[src/rtl/bp_pkg.sv]
// Shared types and constants for the branch resolve stage and its training FIFO.
// Contents:
//   PC_STEP      sequential fetch increment
//   bru_state_e  resolve-stage FSM states (RUN, SQUASH)
//   train_rec_t  one training record handed to the gselect predictor
//   next_pc()    architecturally correct successor of a resolved instruction
package bp_pkg;

  localparam logic [31:0] PC_STEP = 32'd4;

  typedef enum logic {
    RUN    = 1'b0,
    SQUASH = 1'b1
  } bru_state_e;

  typedef struct packed {
    logic [31:0] pc;
    logic [31:0] target;
    logic        isbranch;
    logic        taken;
  } train_rec_t;

  // Only a taken branch leaves the sequential path; the sum wraps modulo 2^32.
  function automatic logic [31:0] next_pc(input logic [31:0] pc,
                                          input logic        isbranch,
                                          input logic        taken,
                                          input logic [31:0] target);
    return (isbranch && taken) ? target : pc + PC_STEP;
  endfunction

endpackage

[src/rtl/bp_train_fifo.sv]
// Training record FIFO: up to two pushes and two pops per cycle, registered read side.
// Ports:
//   clk, rst          clock, synchronous active-high reset (empties the FIFO)
//   push_count        number of records to write this cycle (0..2)
//   push_rec0/1       records to write; rec0 is the older one
//   hold              consumer stalled: no pop, outputs invalid next cycle
//   count             current occupancy (registered)
//   out_valid0/1      registered pop results; out_valid1 implies out_valid0
//   out_rec0/1        popped records, oldest in rec0
module bp_train_fifo
  import bp_pkg::*;
#(
  parameter int DEPTH = 8
) (
  input  logic                     clk,
  input  logic                     rst,
  input  logic [1:0]               push_count,
  input  train_rec_t               push_rec0,
  input  train_rec_t               push_rec1,
  input  logic                     hold,
  output logic [$clog2(DEPTH):0]   count,
  output logic                     out_valid0,
  output logic                     out_valid1,
  output train_rec_t               out_rec0,
  output train_rec_t               out_rec1
);

  localparam int PW = $clog2(DEPTH);
  localparam int CW = PW + 1;

  train_rec_t      mem [DEPTH];
  logic [PW-1:0]   rd_ptr;
  logic [PW-1:0]   wr_ptr;
  logic [PW-1:0]   rd_ptr_n1;
  logic [PW-1:0]   wr_ptr_n1;
  logic [1:0]      pop_count;

  // DEPTH is a power of two, so pointer arithmetic wraps for free.
  assign rd_ptr_n1 = rd_ptr + PW'(1);
  assign wr_ptr_n1 = wr_ptr + PW'(1);

  // Pop as much as is stored, at most two, based only on the registered count.
  always_comb begin
    pop_count = 2'd0;
    if (!hold) begin
      pop_count = (count >= CW'(2)) ? 2'd2 : count[1:0];
    end
  end

  // Storage has no reset; a reset only needs to rewind the pointers.
  always_ff @(posedge clk) begin
    if (push_count != 2'd0) begin
      mem[wr_ptr] <= push_rec0;
    end
    if (push_count == 2'd2) begin
      mem[wr_ptr_n1] <= push_rec1;
    end
  end

  always_ff @(posedge clk) begin
    if (rst) begin
      rd_ptr     <= '0;
      wr_ptr     <= '0;
      count      <= '0;
      out_valid0 <= 1'b0;
      out_valid1 <= 1'b0;
      out_rec0   <= '0;
      out_rec1   <= '0;
    end else begin
      wr_ptr     <= wr_ptr + PW'(push_count);
      rd_ptr     <= rd_ptr + PW'(pop_count);
      count      <= count + CW'(push_count) - CW'(pop_count);
      out_valid0 <= (pop_count != 2'd0);
      out_valid1 <= (pop_count == 2'd2);
      out_rec0   <= (pop_count != 2'd0) ? mem[rd_ptr] : '0;
      out_rec1   <= (pop_count == 2'd2) ? mem[rd_ptr_n1] : '0;
    end
  end

endmodule

[src/rtl/branch_resolve_unit.sv]
// Dual-slot branch resolution: detects mispredicts, issues a one-cycle fetch redirect,
// squashes wrong-path input for SQUASH_CYC cycles and queues training records for the
// gselect predictor. Slot 0 is always the older instruction.
// Ports:
//   clk, rst                      clock, synchronous active-high reset
//   res_valid/pc/isbranch/taken/target/pred_target 0/1   resolved instruction inputs
//   res_ready                     inputs accepted this cycle
//   redirect_valid, redirect_pc   registered refetch request
//   train_hold                    predictor stall
//   train_valid/isbranch/taken/address_branch/address_result 0/1   training records
//   cnt_branches, cnt_mispredict  wrapping event counters
module branch_resolve_unit
  import bp_pkg::*;
#(
  parameter int DEPTH      = 8,
  parameter int SQUASH_CYC = 2
) (
  input  logic        clk,
  input  logic        rst,
  input  logic        res_valid0,
  input  logic        res_valid1,
  input  logic [31:0] res_pc0,
  input  logic [31:0] res_pc1,
  input  logic        res_isbranch0,
  input  logic        res_isbranch1,
  input  logic        res_taken0,
  input  logic        res_taken1,
  input  logic [31:0] res_target0,
  input  logic [31:0] res_target1,
  input  logic [31:0] pred_target0,
  input  logic [31:0] pred_target1,
  output logic        res_ready,
  output logic        redirect_valid,
  output logic [31:0] redirect_pc,
  input  logic        train_hold,
  output logic        train_valid0,
  output logic        train_valid1,
  output logic        isbranch0,
  output logic        isbranch1,
  output logic        taken0,
  output logic        taken1,
  output logic [31:0] address_branch0,
  output logic [31:0] address_branch1,
  output logic [31:0] address_result0,
  output logic [31:0] address_result1,
  output logic [31:0] cnt_branches,
  output logic [31:0] cnt_mispredict
);

  localparam int CW = $clog2(DEPTH) + 1;
  localparam int SW = (SQUASH_CYC > 1) ? $clog2(SQUASH_CYC) : 1;

  bru_state_e    state, state_next;
  logic [SW-1:0] squash_cnt, squash_cnt_next;
  logic [CW-1:0] fifo_count;

  logic [31:0]   actual0, actual1;
  logic          mispred0, mispred1;
  logic          acc0, acc1, mis0, mis1, any_mis;
  logic          enq0, enq1;
  logic [1:0]    push_count;
  logic [1:0]    branch_inc;
  train_rec_t    rec0, rec1, push_rec0, push_rec1, out_rec0, out_rec1;

  // Two free entries guarantee a 2-wide push always fits, even under train_hold.
  assign res_ready = (state == RUN) && (fifo_count <= CW'(DEPTH - 2));

  assign actual0  = next_pc(res_pc0, res_isbranch0, res_taken0, res_target0);
  assign actual1  = next_pc(res_pc1, res_isbranch1, res_taken1, res_target1);
  assign mispred0 = (pred_target0 != actual0);
  assign mispred1 = (pred_target1 != actual1);

  // A slot-0 mispredict makes slot 1 wrong-path, so it is never accepted.
  assign acc0    = res_valid0 && res_ready;
  assign acc1    = res_valid1 && res_ready && !(acc0 && mispred0);
  assign mis0    = acc0 && mispred0;
  assign mis1    = acc1 && mispred1;
  assign any_mis = mis0 || mis1;

  // A mispredicting non-branch (false BTB hit) still trains, with isbranch=0.
  assign enq0 = acc0 && (res_isbranch0 || mispred0);
  assign enq1 = acc1 && (res_isbranch1 || mispred1);

  assign rec0 = '{pc: res_pc0, target: res_target0, isbranch: res_isbranch0, taken: res_taken0};
  assign rec1 = '{pc: res_pc1, target: res_target1, isbranch: res_isbranch1, taken: res_taken1};

  // Compact enqueued records so the oldest always lands in push slot 0.
  always_comb begin
    push_count = 2'd0;
    push_rec0  = '0;
    push_rec1  = '0;
    if (enq0) begin
      push_rec0  = rec0;
      push_rec1  = rec1;
      push_count = enq1 ? 2'd2 : 2'd1;
    end else if (enq1) begin
      push_rec0  = rec1;
      push_count = 2'd1;
    end
  end

  assign branch_inc = {1'b0, enq0 && res_isbranch0} + {1'b0, enq1 && res_isbranch1};

  // Squash window: counter loaded with SQUASH_CYC-1 so res_ready stays low SQUASH_CYC cycles.
  always_comb begin
    state_next      = state;
    squash_cnt_next = squash_cnt;
    case (state)
      RUN: begin
        if (any_mis) begin
          state_next      = SQUASH;
          squash_cnt_next = SW'(SQUASH_CYC - 1);
        end
      end
      SQUASH: begin
        if (squash_cnt == '0) begin
          state_next = RUN;
        end else begin
          squash_cnt_next = squash_cnt - SW'(1);
        end
      end
      default: state_next = RUN;
    endcase
  end

  always_ff @(posedge clk) begin
    if (rst) begin
      state          <= RUN;
      squash_cnt     <= '0;
      redirect_valid <= 1'b0;
      redirect_pc    <= '0;
      cnt_branches   <= '0;
      cnt_mispredict <= '0;
    end else begin
      state          <= state_next;
      squash_cnt     <= squash_cnt_next;
      redirect_valid <= any_mis;
      if (any_mis) begin
        redirect_pc <= mis0 ? actual0 : actual1;
      end
      cnt_branches   <= cnt_branches + 32'(branch_inc);
      cnt_mispredict <= cnt_mispredict + 32'(any_mis);
    end
  end

  bp_train_fifo #(
    .DEPTH(DEPTH)
  ) u_fifo (
    .clk       (clk),
    .rst       (rst),
    .push_count(push_count),
    .push_rec0 (push_rec0),
    .push_rec1 (push_rec1),
    .hold      (train_hold),
    .count     (fifo_count),
    .out_valid0(train_valid0),
    .out_valid1(train_valid1),
    .out_rec0  (out_rec0),
    .out_rec1  (out_rec1)
  );

  assign isbranch0       = out_rec0.isbranch;
  assign isbranch1       = out_rec1.isbranch;
  assign taken0          = out_rec0.taken;
  assign taken1          = out_rec1.taken;
  assign address_branch0 = out_rec0.pc;
  assign address_branch1 = out_rec1.pc;
  assign address_result0 = out_rec0.target;
  assign address_result1 = out_rec1.target;

endmodule
[config.mk]
export PLATFORM = sky130hd
export DESIGN_NAME = branch_resolve_unit
export DESIGN_NICKNAME = d
export VERILOG_FILES = /design/src/rtl/bp_pkg.sv /design/src/rtl/bp_train_fifo.sv /design/src/rtl/branch_resolve_unit.sv
export SDC_FILE = /design/constraint.sdc
export NUM_CORES = 2
export LEC_CHECK = 0
export BUFFER_PORTS_ARGS = -buffer_cell sky130_fd_sc_hd__buf_2
export CAP_MARGIN = 20
export CORE_ASPECT_RATIO = 1.1
export CORE_MARGIN = 1
export CORE_UTILIZATION = 35
export DETAILED_ROUTE_END_ITERATION = 16
export GPL_TIMING_DRIVEN = 0
export PLACE_DENSITY_LB_ADDON = 0.3
export SLEW_MARGIN = 10
export SYNTH_ARGS = -nofsm -noshare
export SYNTH_HDL_FRONTEND = slang
export SYNTH_HIERARCHICAL = 1
export SYNTH_SLANG_ARGS = --single-unit
[constraint.sdc]
create_clock -name clk -period 14.2 [get_ports clk]
set_input_delay 1.42 -clock clk [delete_from_list [all_inputs] [get_ports clk]]
set_output_delay 1.42 -clock clk [all_outputs]
set_load 0.005 [all_outputs]
# After elaboration in Yosys (flattened, before gate mapping)
# Memory sizes are Yosys's and may differ from the RTL's. A register that Yosys moved wholly into a read port is not among the register bits.
# Cells that the tools add are included.
# totals
ff_bits	111
ramBits	528
inputBits	201
out_inout_bits	232
elab_cells	75
memories	1
# classes
n_addsub	12
magnitude_cmp	2
eq_ne	5
muxes	21
bitwise_logic	3
n_reduce_logical	20
# mem_list
memory	depth	width	rd	rd_clocked_by_memory_dff	write_ports	line	text
u_fifo.mem	8	66	2	2	2	bp_train_fifo.sv:31	train_rec_t mem [DEPTH];
# ops
cell	n
66-bit 2-to-1 mux	3
32-bit 2-to-1 mux	3
32-bit by 3-bit adder with 32-bit output, second input constant	2
32-bit != test	2
32-bit by 1-bit adder with 32-bit output	1
32-bit by 2-bit adder with 32-bit output	1
1-bit logical AND	12
1-bit 2-to-1 mux	9
2-bit 2-to-1 mux	4
3-bit by 1-bit adder with 3-bit output, second input constant	2
3-bit by 2-bit adder with 3-bit output	2
4-bit by 2-bit adder with 4-bit output	1
2-bit == test, second input constant	2
4-bit by 2-bit greater-or-equal comparator with 1-bit output, second input constant	1
4-bit by 3-bit less-or-equal comparator with 1-bit output, second input constant	1
1-bit case mux with 2 select lines	2
2-bit nonzero test	2
2-bit OR reduction	2
4-bit by 2-bit subtractor with 4-bit output	1
1-bit logical OR	3
1-bit inverter	3
1-bit by 1-bit adder with 2-bit output	1
2-bit != test, second input constant	1
1-bit zero test	1
1-bit subtractor, second input constant	1

# Logic depth before layout (Yosys ltp)
# logic_depth
depth_word	12
depth_mapped	23
depth_no_buf	21

# Modules after synthesis
# Netlist, hierarchy kept.
# modules_own_cells
mod	instances	cells_per_inst	area_per_inst_um2	seq_area_each_um2
bp_train_fifo	1	1828	33185.6	18738.0
branch_resolve_unit	1	1510	10242.3	1981.9

# Worst setup path after synthesis
# No wires, ideal clock.
# synth_timing
path_type	input to register
start	input port res_pc1[2]
end	memory u_fifo/mem[3][0] in the netlist's numbering, enable pin
setup_time_ns	0.581
arrival_time_ns	10.061
required_time_ns	13.619
slack_ns	3.558
stages	16
n_path_buf	3
path_cell_list	ha_1 -> nand4_1 -> or4_4 -> mux2_2 -> o2111ai_1 -> or4_1 -> or4_1 -> or4_1 -> buf_2 -> o21a_1 -> buf_6 -> buf_6 -> and2_1 -> ha_1 -> o21ai_0 -> o21ai_0
# synth_lines
item	line	text
from (decl)	branch_resolve_unit.sv:23	input logic [31:0] res_pc1,
to (decl)	bp_train_fifo.sv:31	

==> flow_results.org <==
** Logic synthesis
- Cells after synthesis :: roughly 3.3k
- Of the total synthesized cell area, the portion taken by AND, OR, NAND and NOR gates is 0.0897.
- Counting flops with an async set or reset pin after synthesis yields a share of 0.
- Biggest area contributors in the synthesized netlist :: edfxtp_1 37%, mux4_2 14%, mux2_2 13%
- Of the total synthesized cell area, the portion taken by full adders, half adders and majority gates is 0.00663.
- In this run, distinct cell masters in the synthesized netlist total 84.
- Synthesis inferred ~770 register bits.
- After synthesis, the share of cell area in mux cells is 0.281.
- The synthesized netlist occupies a cell area of between 0.04 and 0.05 mm^2.
- Synthesis produced a netlist with a net count of between 3k and 4k.
- The compound-gate portion of the synthesized area came to 0.0762.
- After synthesis, the mean cell area works out to ~13 um^2.
- Among all flip-flop cells after synthesis, the most frequent one is edfxtp_1.
- Yosys Warn Count :: 6
- After synthesis, the largest family of logic cells by area is multiplexers.
- Number of enable flip-flop cells after synthesis :: between 500 and 600
- Post-synthesis xor/xnor area fraction :: 0.0354
- Share of synthesized area occupied by flip-flops and latches :: 0.477
- Top cell type's share of synthesized area :: 0.365
- Dominant cell type by area after synthesis :: edfxtp_1

** Timing
- Final hold analysis gives a worst-case slack of between 400 and 500 ps.
- Post-layout minimum cycle time :: slightly above 10000 ps
- Derived from the worst setup path, the maximum achievable clock frequency is roughly 0.1 GHz.
- The count of pins over their slew limit came to 0.
- At the pin with the least slew margin, the transition time is between 1000 and 1500 ps.
- Setup repair after global routing left no endpoint under its margin.
- Final count of hold timing violations :: 0
- Headroom to the max-slew limit came out at 0.191.
- Summed over all failing endpoints, the final setup total negative slack is 0 ps.
- Tcrit/Tclk final :: 0.710
- Clock skew on the completed layout was measured at about 37 ps.
- Setup violations remaining at the end of the flow were counted as 0.

** Floorplanning
- The initial utilization of the core area, before any placement, comes to 0.353.
- During I/O placement, the number of pins put on the boundary was around 430.
- Die width :: 338 um
- Measured along the y axis, the die boundary spans 371 um.
- Placeable Area :: approximately 0.12 mm^2
- Row generation in the floorplan step produced roughly 140 rows.
- Die area :: around 0.13 mm^2

** Worst hold path
- The path with the worst hold slack has its endpoint at squash_cnt.
- Hold-critical path depth :: 2
- Min-delay src :: squash_cnt
- Path category of the worst min-delay check :: reg2reg

** Clocking
- At the later pin of the worst-skew pair, clock insertion delay measures roughly 740 ps.
- The tree built by TritonCTS fans out to 771 sinks.
- The number of gates resized after CTS was 0.
- Root buf cell :: clkbuf_16
- H-tree level count :: 3
- TritonCTS clock tree :: built
- Num CTS Buffers :: 89
- After clock tree synthesis, the setup repair step added 0 buffers.
- Clock tree buffer depth :: 3
- Clock-pin slew was measured on the worst setup and hold paths at 60 ps.
- Hold repair after CTS inserted 0 buffers.

** Finish
- Relative to the synthesized area, the layout overhead comes to 17.8%.
- After filler insertion, the fill cell instance count of the layout stands at roughly 12k.
- The library cell used most frequently in the layout, excluding fill and tap cells, is edfxtp_1.
- In the layout the commonest cells are 528 x edfxtp_1, 521 x buf_2, 518 x mux2_2.
- The net count of the finished layout is about 4k.
- Of the cells placed in the final design, the portion with a size suffix greater than 1 is 0.387.

** Detailed routing
- The routed layout has ~34k vias.
- After detailed routing, the average wire length per cell comes to ~34 um.
- Summed over all layers, the routed wires come to between 150000 and 200000 um.
- In the routed layout, each cell is associated on average with a via count of 6.12.
- Final ANT Viol Nets :: 0
- In this run, the number of DRC markers left after iteration 0 of detailed routing was 4462.
- 1st-pass router iterations :: 5
- In the routed design, unresolved DRC markers number 0.

** Worst setup path
- Critical-path maximum fanout :: 36
- WP data arrival :: between 10000 and 15000 ps
- For the worst setup path, the data required time is 14590 ps.
- The startpoint identified for the worst register-to-register timing path is state.
- Setup slack on the worst reg-to-reg path comes out at 6720 ps.
- Number of cells on the worst reg-to-reg path :: 13
- STA classifies the critical path endpoint as a flip-flop.
- The worst setup path is of the in2reg kind.
- The endpoint identified for the worst register-to-register timing path is u_fifo/mem[0][27].
- STA classifies the critical path startpoint as an input port.

** GRT
- After global routing the overflow that remains totals 0.
- The initial antenna violation count was slightly below 50.
- In the global route stage, overall resource usage came out at 0.302.
- The first global-routing pass estimated roughly 260000 um of wire.
- Pin count of the biggest net entering global routing :: 37
- Number of global-route vias before repair :: 32.8k

** Power
- Leakage component of the power :: 0.0186 uW
- Peak ir drop on the vdd network :: about 0.00009 V
- Power density normalized to cell area :: 163 mW/mm^2

** Placement
- Buffers placed on the I/O ports in this run total 399.
- Final estimated routing congestion in global placement :: 1.00
- Detailed placement finished with a half-perimeter wire length of around 140000 um.

** Outcome
- Status :: finished, final reports clean

** Run
- Maxcap violations :: 0
[registers in the layout, summed over array words and instances (netlist names), 3 cells and up]
signal,cells
u_fifo/wr_ptr,3
u_fifo/count,4
cnt_mispredict,32
u_fifo/rd_ptr,3
redirect_pc,32
u_fifo/out_rec1,66
cnt_branches,32
u_fifo/out_rec0,66
u_fifo/mem,528
[stage by stage]
stage | instance area (um^2) | instances | worst slack (ps) | power [uW] | utilization
5_1_grt | 51100 | 5591 | 4290 | 8610 | 0.415
6_report | 51200 | 5606 | 4120 | 8330 | 0.415
4_1_cts | 51100 | 5575 | 4590 | 8320 | 0.415
3_3_place_gp | 47500 | 5381 | -5270 | 5930 | 0.386
3_5_place_dp | 48200 | 5408 | 3880 | 5990 | 0.391
2_1_floorplan | 43400 | 3338 | 3560 | 4880 | -
[power by group]
group	switching, uW	internal [uW]	total, uW	leakage, uW
Combinational	1670	1280	2950	0.0103
Sequential	162	2890	3050	0.00686
Clock	1030	1300	2330	0.00142
Total	2860	5470	8330	0.0186
[metal layers]
layer | share of wire | global-route usage | vias to the layer above
met5 | 0.0014 | 0 | -
met2 | 0.43 | 0.441 | 2331
li1 | - | - | 14100
met3 | 0.13 | 0.108 | 409
met4 | 0.042 | 0.135 | 44
met1 | 0.39 | 0.399 | 17500
[synth_stat cells (10+ instances only)]
cell and number:
o21ai_1 40, mux2_2 518, nand2_1 226, nand2b_1 14
nor2b_1 28, mux2i_1 25, buf_4 19, a2111oi_0 12
dfxtp_1 243, nand4_1 35, clkbuf_1 112, or4_1 14
nand3_1 68, o21ai_0 67, mux2_1 15, buf_1 11
nor3_1 26, and2_1 79, inv_1 56, and3_1 24
a21oi_1 53, a22o_1 132, o211ai_1 13, o22ai_1 10
nor2_1 157, xnor2_1 87, xor2_1 77, a211oi_1 22
and4_1 19, nor4_1 27, o31ai_1 11, mux4_2 264
buf_2 120, a31oi_1 16, or3_1 21, ha_1 15
edfxtp_1 528
[worst max path at each step]
stage | end | cells after the start | from | slack, ps
2_1_floorplan | u_fifo/mem[3][0] | 16 | res_pc1[2] | 3560
3_3_place_gp | u_fifo/mem[6][33] | 15 | res_pc0[4] | -5270
3_5_place_dp | u_fifo/mem[4][33] | 22 | res_taken0 | 3880
4_1_cts | u_fifo/mem[4][29] | 22 | res_taken0 | 4590
5_1_grt | u_fifo/mem[0][27] | 21 | res_taken0 | 4290
6_report | u_fifo/mem[0][27] | 21 | res_taken0 | 4120
[worst max-delay path, stage by stage]
cell and delay (ps):
clkbuf_1 590, and2_1 220, clkbuf_1 500, clkbuf_1 510, clkbuf_1 570, nand2_1 190
nand3_1 150, xor2_1 150, a21oi_1 70, nand4_1 270, o21a_1 150, clkbuf_1 790
clkbuf_1 960, clkbuf_1 500, ha_1 510, nand3b_1 300, nor3_2 420, buf_2 570
buf_2 430, or2_4 750, buf_16 300
[logic make-up (layout without fill, tap and decap cells)]
kind of cell / Yosys count / in the layout
adders and majority gates: 20 / 20
and+or+nand+nor: 772 / 772
AOI/OAI and AO/OA: 460 / 460
DFF: 771 / 771
buffers and inverters: 324 / 921
xor gates and xnor gates: 169 / 169
other: 0 / 27
muxes: 822 / 822
[final cells by class]
class | count | area, um^2 | share of cell area
Clock inverter | 48 | 412 | 0.00805
Clock buffer | 119 | 2490 | 0.0487
Inverter | 56 | 210 | 0.00411
Tap cell | 1644 | 2060 | 0.0402
Sequential cell | 771 | 20700 | 0.405
Timing Repair Buffer | 430 | 2620 | 0.0511
Multi-Input combinational cell | 2243 | 21300 | 0.417
Antenna cell | 27 | 67.6 | 0.00132
Buffer | 268 | 1270 | 0.0248
Power figures use the tool's default switching activity.
